$ cat src/rtl/mc_sequencer.sv
// mc_sequencer -- multi-cycle RV32I execution sequencer.
//
// Owns PC and the instruction register and steps each instruction through
// IF -> ID -> EX -> (MEM) -> WB. Instruction and data memories use a
// req/valid handshake and may stall for any number of cycles. The existing
// decode / control / register_file / execute blocks hang off its ports.
//
// Optional feature: define MC_SEQ_INSTRET_EN to add a 64-bit retired
// instruction counter on instret_o.
//
// Ports
//   clk, reset            clock, async active-low reset
//   imem_*                fetch handshake (req held until valid)
//   dmem_*                data handshake (req/we/addr/be/wdata registered)
//   pc_o, insn_o          PC and IR of the instruction in flight
//   pcsel_i .. wbsel_i    control signals, funct3_i from decode
//   alu_res_i, rs2data_i  execute result / store source
//   br_taken_i            branch decision
//   wb_en_o, wb_data_o    register-file writeback
//   retire_o              one-cycle pulse per completed instruction
//   misalign_o            sticky misaligned-access flag
//   state_o               FSM state (IF=0 ID=1 EX=2 MEM=3 WB=4)
//   instret_o             retired count (MC_SEQ_INSTRET_EN only)
module mc_sequencer #(
  parameter int                AWIDTH    = 32,
  parameter int                DWIDTH    = 32,
  parameter logic [AWIDTH-1:0] BOOT_ADDR = 32'h0100_0000
) (
  input  logic                  clk,
  input  logic                  reset,
  output logic                  imem_req_o,
  output logic [AWIDTH-1:0]     imem_addr_o,
  input  logic                  imem_valid_i,
  input  logic [DWIDTH-1:0]     imem_rdata_i,
  output logic                  dmem_req_o,
  output logic                  dmem_we_o,
  output logic [AWIDTH-1:0]     dmem_addr_o,
  output logic [DWIDTH/8-1:0]   dmem_be_o,
  output logic [DWIDTH-1:0]     dmem_wdata_o,
  input  logic                  dmem_valid_i,
  input  logic [DWIDTH-1:0]     dmem_rdata_i,
  output logic [AWIDTH-1:0]     pc_o,
  output logic [DWIDTH-1:0]     insn_o,
  input  logic                  pcsel_i,
  input  logic                  memren_i,
  input  logic                  memwren_i,
  input  logic                  regwren_i,
  input  logic [1:0]            wbsel_i,
  input  logic [2:0]            funct3_i,
  input  logic [DWIDTH-1:0]     alu_res_i,
  input  logic [DWIDTH-1:0]     rs2data_i,
  input  logic                  br_taken_i,
  output logic                  wb_en_o,
  output logic [DWIDTH-1:0]     wb_data_o,
  output logic                  retire_o,
  output logic                  misalign_o,
  output logic [2:0]            state_o
`ifdef MC_SEQ_INSTRET_EN
  ,
  output logic [63:0]           instret_o
`endif
);

  typedef enum logic [2:0] {
    S_IF  = 3'd0,
    S_ID  = 3'd1,
    S_EX  = 3'd2,
    S_MEM = 3'd3,
    S_WB  = 3'd4
  } state_t;

  localparam logic [AWIDTH-1:0] PC_STEP = AWIDTH'(4);

  state_t              state, state_nx;
  logic [AWIDTH-1:0]   pc;
  logic [DWIDTH-1:0]   ir;
  logic [DWIDTH-1:0]   aluout;
  logic                br;
  logic [DWIDTH-1:0]   mdr;
  // Current instruction hit a misaligned access: skip request and writeback.
  logic                mis_cur;

  logic [AWIDTH-1:0]   pc_plus4;
  logic [AWIDTH-1:0]   pc_next;
  logic                mis_ex;
  logic [3:0]          be_st;
  logic [DWIDTH-1:0]   wdata_st;
  logic [DWIDTH-1:0]   ld_shift;
  logic [DWIDTH-1:0]   ld_ext;

  assign pc_o        = pc;
  assign insn_o      = ir;
  assign imem_addr_o = pc;
  assign state_o     = state;

  assign pc_plus4 = pc + PC_STEP;
  assign pc_next  = (pcsel_i | br) ? {aluout[AWIDTH-1:1], 1'b0} : pc_plus4;

  // Alignment check uses the live ALU result so the decision is made on the
  // same edge that enters MEM; funct3[1:0] = 0 byte, 1 half, 2 word.
  always_comb begin
    mis_ex = 1'b0;
    case (funct3_i[1:0])
      2'b01:   mis_ex = alu_res_i[0];
      2'b10:   mis_ex = |alu_res_i[1:0];
      default: mis_ex = 1'b0;
    endcase
  end

  // Store lane encoding; data is replicated so any enabled lane carries it.
  always_comb begin
    be_st    = 4'b1111;
    wdata_st = rs2data_i;
    case (funct3_i[1:0])
      2'b00: begin
        be_st    = 4'b0001 << alu_res_i[1:0];
        wdata_st = {4{rs2data_i[7:0]}};
      end
      2'b01: begin
        be_st    = 4'b0011 << alu_res_i[1:0];
        wdata_st = {2{rs2data_i[15:0]}};
      end
      default: begin
        be_st    = 4'b1111;
        wdata_st = rs2data_i;
      end
    endcase
  end

  // Load extraction: shift the addressed lane down to bit 0, then extend.
  assign ld_shift = dmem_rdata_i >> {aluout[1:0], 3'b000};

  always_comb begin
    ld_ext = dmem_rdata_i;
    case (funct3_i)
      3'b000:  ld_ext = {{24{ld_shift[7]}}, ld_shift[7:0]};
      3'b001:  ld_ext = {{16{ld_shift[15]}}, ld_shift[15:0]};
      3'b100:  ld_ext = {24'h0, ld_shift[7:0]};
      3'b101:  ld_ext = {16'h0, ld_shift[15:0]};
      default: ld_ext = dmem_rdata_i;
    endcase
  end

  // Next state and the combinational writeback outputs.
  always_comb begin
    state_nx  = state;
    wb_en_o   = 1'b0;
    retire_o  = 1'b0;
    wb_data_o = '0;
    case (wbsel_i)
      2'd0:    wb_data_o = aluout;
      2'd1:    wb_data_o = mdr;
      2'd2:    wb_data_o = pc_plus4;
      default: wb_data_o = '0;
    endcase
    case (state)
      S_IF:  if (imem_req_o && imem_valid_i) state_nx = S_ID;
      S_ID:  state_nx = S_EX;
      S_EX:  state_nx = (memren_i || memwren_i) ? S_MEM : S_WB;
      S_MEM: if (mis_cur || (dmem_req_o && dmem_valid_i)) state_nx = S_WB;
      S_WB: begin
        state_nx = S_IF;
        retire_o = 1'b1;
        wb_en_o  = regwren_i & ~mis_cur;
      end
      default: state_nx = S_IF;
    endcase
  end

  always_ff @(posedge clk or negedge reset) begin
    if (!reset) begin
      state        <= S_IF;
      pc           <= BOOT_ADDR;
      ir           <= '0;
      aluout       <= '0;
      br           <= 1'b0;
      mdr          <= '0;
      mis_cur      <= 1'b0;
      misalign_o   <= 1'b0;
      imem_req_o   <= 1'b0;
      dmem_req_o   <= 1'b0;
      dmem_we_o    <= 1'b0;
      dmem_addr_o  <= '0;
      dmem_be_o    <= '0;
      dmem_wdata_o <= '0;
    end else begin
      state <= state_nx;
      case (state)
        S_IF: begin
          // Request goes high one edge into IF after reset; afterwards WB
          // raises it so every later fetch starts with req already up.
          if (imem_req_o && imem_valid_i) begin
            ir         <= imem_rdata_i;
            imem_req_o <= 1'b0;
          end else begin
            imem_req_o <= 1'b1;
          end
        end
        S_EX: begin
          aluout <= alu_res_i;
          br     <= br_taken_i;
          if (memren_i || memwren_i) begin
            if (mis_ex) begin
              mis_cur    <= 1'b1;
              misalign_o <= 1'b1;
            end else begin
              // dmem_wdata_o doubles as the store-data register.
              dmem_req_o   <= 1'b1;
              dmem_we_o    <= memwren_i;
              dmem_addr_o  <= {alu_res_i[AWIDTH-1:2], 2'b00};
              dmem_be_o    <= memwren_i ? be_st : 4'b0000;
              dmem_wdata_o <= memwren_i ? wdata_st : '0;
            end
          end
        end
        S_MEM: begin
          if (!mis_cur && dmem_req_o && dmem_valid_i) begin
            dmem_req_o <= 1'b0;
            if (!dmem_we_o) mdr <= ld_ext;
          end
        end
        S_WB: begin
          pc         <= pc_next;
          mis_cur    <= 1'b0;
          imem_req_o <= 1'b1;
        end
        default: ;
      endcase
    end
  end

`ifdef MC_SEQ_INSTRET_EN
  always_ff @(posedge clk or negedge reset) begin
    if (!reset)              instret_o <= '0;
    else if (state == S_WB)  instret_o <= instret_o + 64'd1;
  end
`endif

endmodule

$ cat config.mk
export PLATFORM = sky130hd
export DESIGN_NAME = mc_sequencer
export DESIGN_NICKNAME = d
export VERILOG_FILES = /design/src/rtl/mc_sequencer.sv
export SDC_FILE = /design/constraint.sdc
export NUM_CORES = 1
export LEC_CHECK = 0
export CAP_MARGIN = 30
export CORE_ASPECT_RATIO = 0.5
export CORE_MARGIN = 1.5
export CORE_UTILIZATION = 45
export CTS_CLUSTER_SIZE = 25
export DETAILED_ROUTE_END_ITERATION = 10
export MAX_ROUTING_LAYER = met4
export PLACE_DENSITY = 0.79
export SYNTH_ARGS = -nofsm -noshare
export SYNTH_HDL_FRONTEND = slang
export SYNTH_SLANG_ARGS = --single-unit
$ cat constraint.sdc
create_clock -name clk -period 4.7 [get_ports clk]
set_input_delay 0.47 -clock clk [delete_from_list [all_inputs] [get_ports clk]]
set_output_delay 0.47 -clock clk [all_outputs]
set_load 0.01 [all_outputs]
==> impl_metrics.csv <==
group,metric,value,unit
run_status,status,"finished, final reports clean",
synthesis,synth_top_area_share,0.4863,
detailed_routing,num_vias,9403,
timing,finalHoldViolCount,0,
detailed_routing,wl_per_cell,20.48,um
finish,final_area,0.01439,mm^2
clock_tree,numCtsBuffers,20,
critical_path,r2r_cells,4,
floorplanning,die_w,217.4,um
grt,grt_antenna_before_repair,2,
job,max_cap_viol_count,0,
clock_tree,insertion_delay,0.52,ns
clock_tree,cts_buffer_depth,3,
critical_path,critPathBufInv,1,
place,dpl-instance-area,0.01375,mm^2
detailed_routing,first_pass_iters,5,
floorplanning,initial_core_util,0.4679,
clock_tree,cts.sinks,202,
grt,grt_pass1_wl,51860,um
finish,finalNetCount,1472,
grt,grt.overflow.total,0,
grt,grt_max_degree,103,
detailed_routing,via_per_inst,5.727,
synthesis,synthTopCellsByCount,"dfrtp_1, nand2_1, mux2_2",
critical_path,cp_top_family,"simple AND/OR/NAND/NOR gates",
grt,first_global_vias,9344,
timing,maxClockFrequency,0.2395,GHz
synthesis,synth_seq_cells,202,
critical_path,reg2reg_to,"dmem_addr_o[9]$_DFFE_PN0P_",
timing,period_minus_slack,4.176,ns
grt,grt_util_all_layers,0.2873,
finish,multi_input_area,0.004695,mm^2
critical_path,critPathRequiredTime,4.23,ns
clock_tree,cts-root-buf,"clkbuf_16",
pwr,power_density,640.1,mW/mm^2
place,io_buffer_count,342,
floorplanning,core,0.02211,mm^2
critical_path,crit_start,"imem_addr_o[2]$_DFFE_PN0P_",
timing,finalSetupViolations,0,
detailed_routing,ant_nets,0,
critical_path,crit_chain,"ha_1, nand4_1, nor3_2, nand4_1, xnor2_1, o31ai_1, clkdlybuf4s50_1",
detailed_routing,drt_iter0_drc,910,
clock_tree,clk_pin_slew,0.07,ns
clock_tree,h-tree-depth,1,
clock_tree,cts_tree,"yes",
floorplanning,die_height,110.2,um
critical_path,cpMostUsedCell,"nand4_1",
clock_tree,cts_resized,0,
synthesis,syn_area_per_cell,9.870,um^2
critical_path,worstSetupPathType,"register to primary output",
worst_hold_path,min_path_type,"input port to asynchronous set/reset pin",
detailed_routing,drc,0,
timing,fin_crit_sh,0.8884,
clock_tree,holdBufCountCts,0,
synthesis,synthArstFlopShare,1.000,
critical_path,r2r-start,"state_o[2]$_DFFE_PN0P_",
timing,rsz0062_at_grt,"false",
timing,timing.setup.tns,0,ns
critical_path,crit_slowest_cell,"nor3_2",
floorplanning,ios,347,
timing,worst_pin_slew,0.9577,ns
finish,fillers,1782,
critical_path,slowest_delay,0.69,ns
detailed_routing,drt_wl_total,33620,um
timing,relSlewSlack,0.3608,
critical_path,critical_path.endpoint_type,"primary output",
place,place_congestion,0.9197,
pwr,peakVddDrop,0.3991,mV
critical_path,r2r_slack,2.04,ns
critical_path,start_kind,"register",
place,dp_hpwl,24580,um
synthesis,yosys.area.top_type,"dfrtp_1",
synthesis,synthCells,1048,
timing,slew_violations,0,
timing,skew,0.009473,ns
synthesis,yosys_warnings,0,
finish,drive_above_1_share,0.1231,
pwr,p_leak,6.076,nW
floorplanning,dieArea,0.02396,mm^2
synthesis,synth-seq-area-share,0.4888,
synthesis,syn_area,0.01034,mm^2
synthesis,ys_types,60,
clock_tree,postCtsSetupRepairBufs,0,
synthesis,synth.top_cells.by_area,"dfrtp_1, mux2_2, nand2_1, o21ai_0, buf_4",
finish,area_delta_synth_final,39.11,%
critical_path,critical_path.max_fanout,9,
synthesis,synth-edff-count,0,
critical_path,cp.arrival,3.71,ns
finish,regArea,0.005056,mm^2
synthesis,yosysMostFrequentCell,"dfrtp_1",
floorplanning,rows,38,
synthesis,synthFlopType,"dfrtp_1",
[layout make-up]
cell class                      instances  share of cell area
Clock inverter                         11            0.005130
Sequential cell                       202              0.3514
Inverter                               14            0.003652
Antenna cell                            2           0.0003478
Timing Repair Buffer                  359              0.2503
Tap cell                              300             0.02609
Clock buffer                           25             0.03678
Multi-Input combinational cell        729              0.3263
[sequential cells by signal, summed over array words and instances, names as in the netlist, 3 cells and up]
| register | cells |
|---|---|
| aluout | 32 |
| dmem_wdata_o | 32 |
| insn_o | 32 |
| mdr | 32 |
| imem_addr_o | 31 |
| dmem_addr_o | 30 |
| dmem_be_o | 4 |
| state_o | 3 |
[metrics by stage]
| step | worst slack [ns] | hold WS [ns] | total power [W] | instances | utilization |
|---|---|---|---|---|---|
| floorplan | 2.172 | 0.1744 | 0.005497 | 1051 | - |
| global placement | 1.156 | 0.4503 | 0.007500 | 1601 | 0.6201 |
| detailed placement | 1.109 | 0.4560 | 0.007681 | 1603 | 0.6221 |
| CTS | 0.5404 | 0.08994 | 0.009248 | 1639 | 0.6493 |
| global route | 0.3450 | 0.1151 | 0.009751 | 1642 | 0.6508 |
| finish | 0.5244 | 0.05090 | 0.009211 | 1642 | 0.6508 |
[power by group]
group | switching (W) | leakage [nW] | total (W) | internal, W
clock | 0.000712 | 0.305 | 0.00152 | 0.000811
combinational | 0.00189 | 3.33 | 0.00431 | 0.00242
sequential | 0.000829 | 2.44 | 0.00338 | 0.00255
total | 0.00343 | 6.08 | 0.00921 | 0.00578
[layout by cell type, fill, tap and decap left out, types with 10 or more instances in the layout]
master,count
and3_1,10
mux2_2,95
nor2_1,59
o22ai_1,18
a22oi_1,33
clkbuf_16,20
o21ai_0,61
dfrtp_1,201
nand2_1,179
a22o_1,17
mux2i_1,24
nand3_1,44
xnor2_1,15
buf_4,14
a21oi_1,46
o211ai_1,20
inv_1,14
a2bb2oi_1,17
clkdlybuf4s50_1,341
[how the worst max path moves through the flow]
stage / to / slack, ns / depth (start not counted)
6_report: wb_data_o[22] / 0.52 / 7
5_1_grt: wb_data_o[22] / 0.35 / 7
4_1_cts: wb_data_o[22] / 0.54 / 7
3_5_place_dp: wb_data_o[23] / 1.11 / 7
3_3_place_gp: wb_data_o[23] / 1.16 / 7
2_1_floorplan: wb_data_o[22] / 2.17 / 6
[layer usage]
| metal | wire length [um] | track usage |
|---|---|---|
| met1 | 14300 | 0.3733 |
| met2 | 15870 | 0.4539 |
| met3 | 2264 | 0.05158 |
| met4 | 1183 | 0.1096 |
| met5 | 0 | - |
[logic make-up after synthesis]
| family | synth area share |
|---|---|
| and+or+nand+nor | 0.1484 |
| AOI/OAI and AO/OA | 0.1527 |
| DFF | 0.4888 |
| buffers and inverters | 0.06048 |
| muxes | 0.1266 |
| xor gates and xnor gates | 0.01778 |
| adders and majority gates | 0.004839 |
| other | 0.0003625 |
Note: power is estimated with default switching activity, not from simulation.
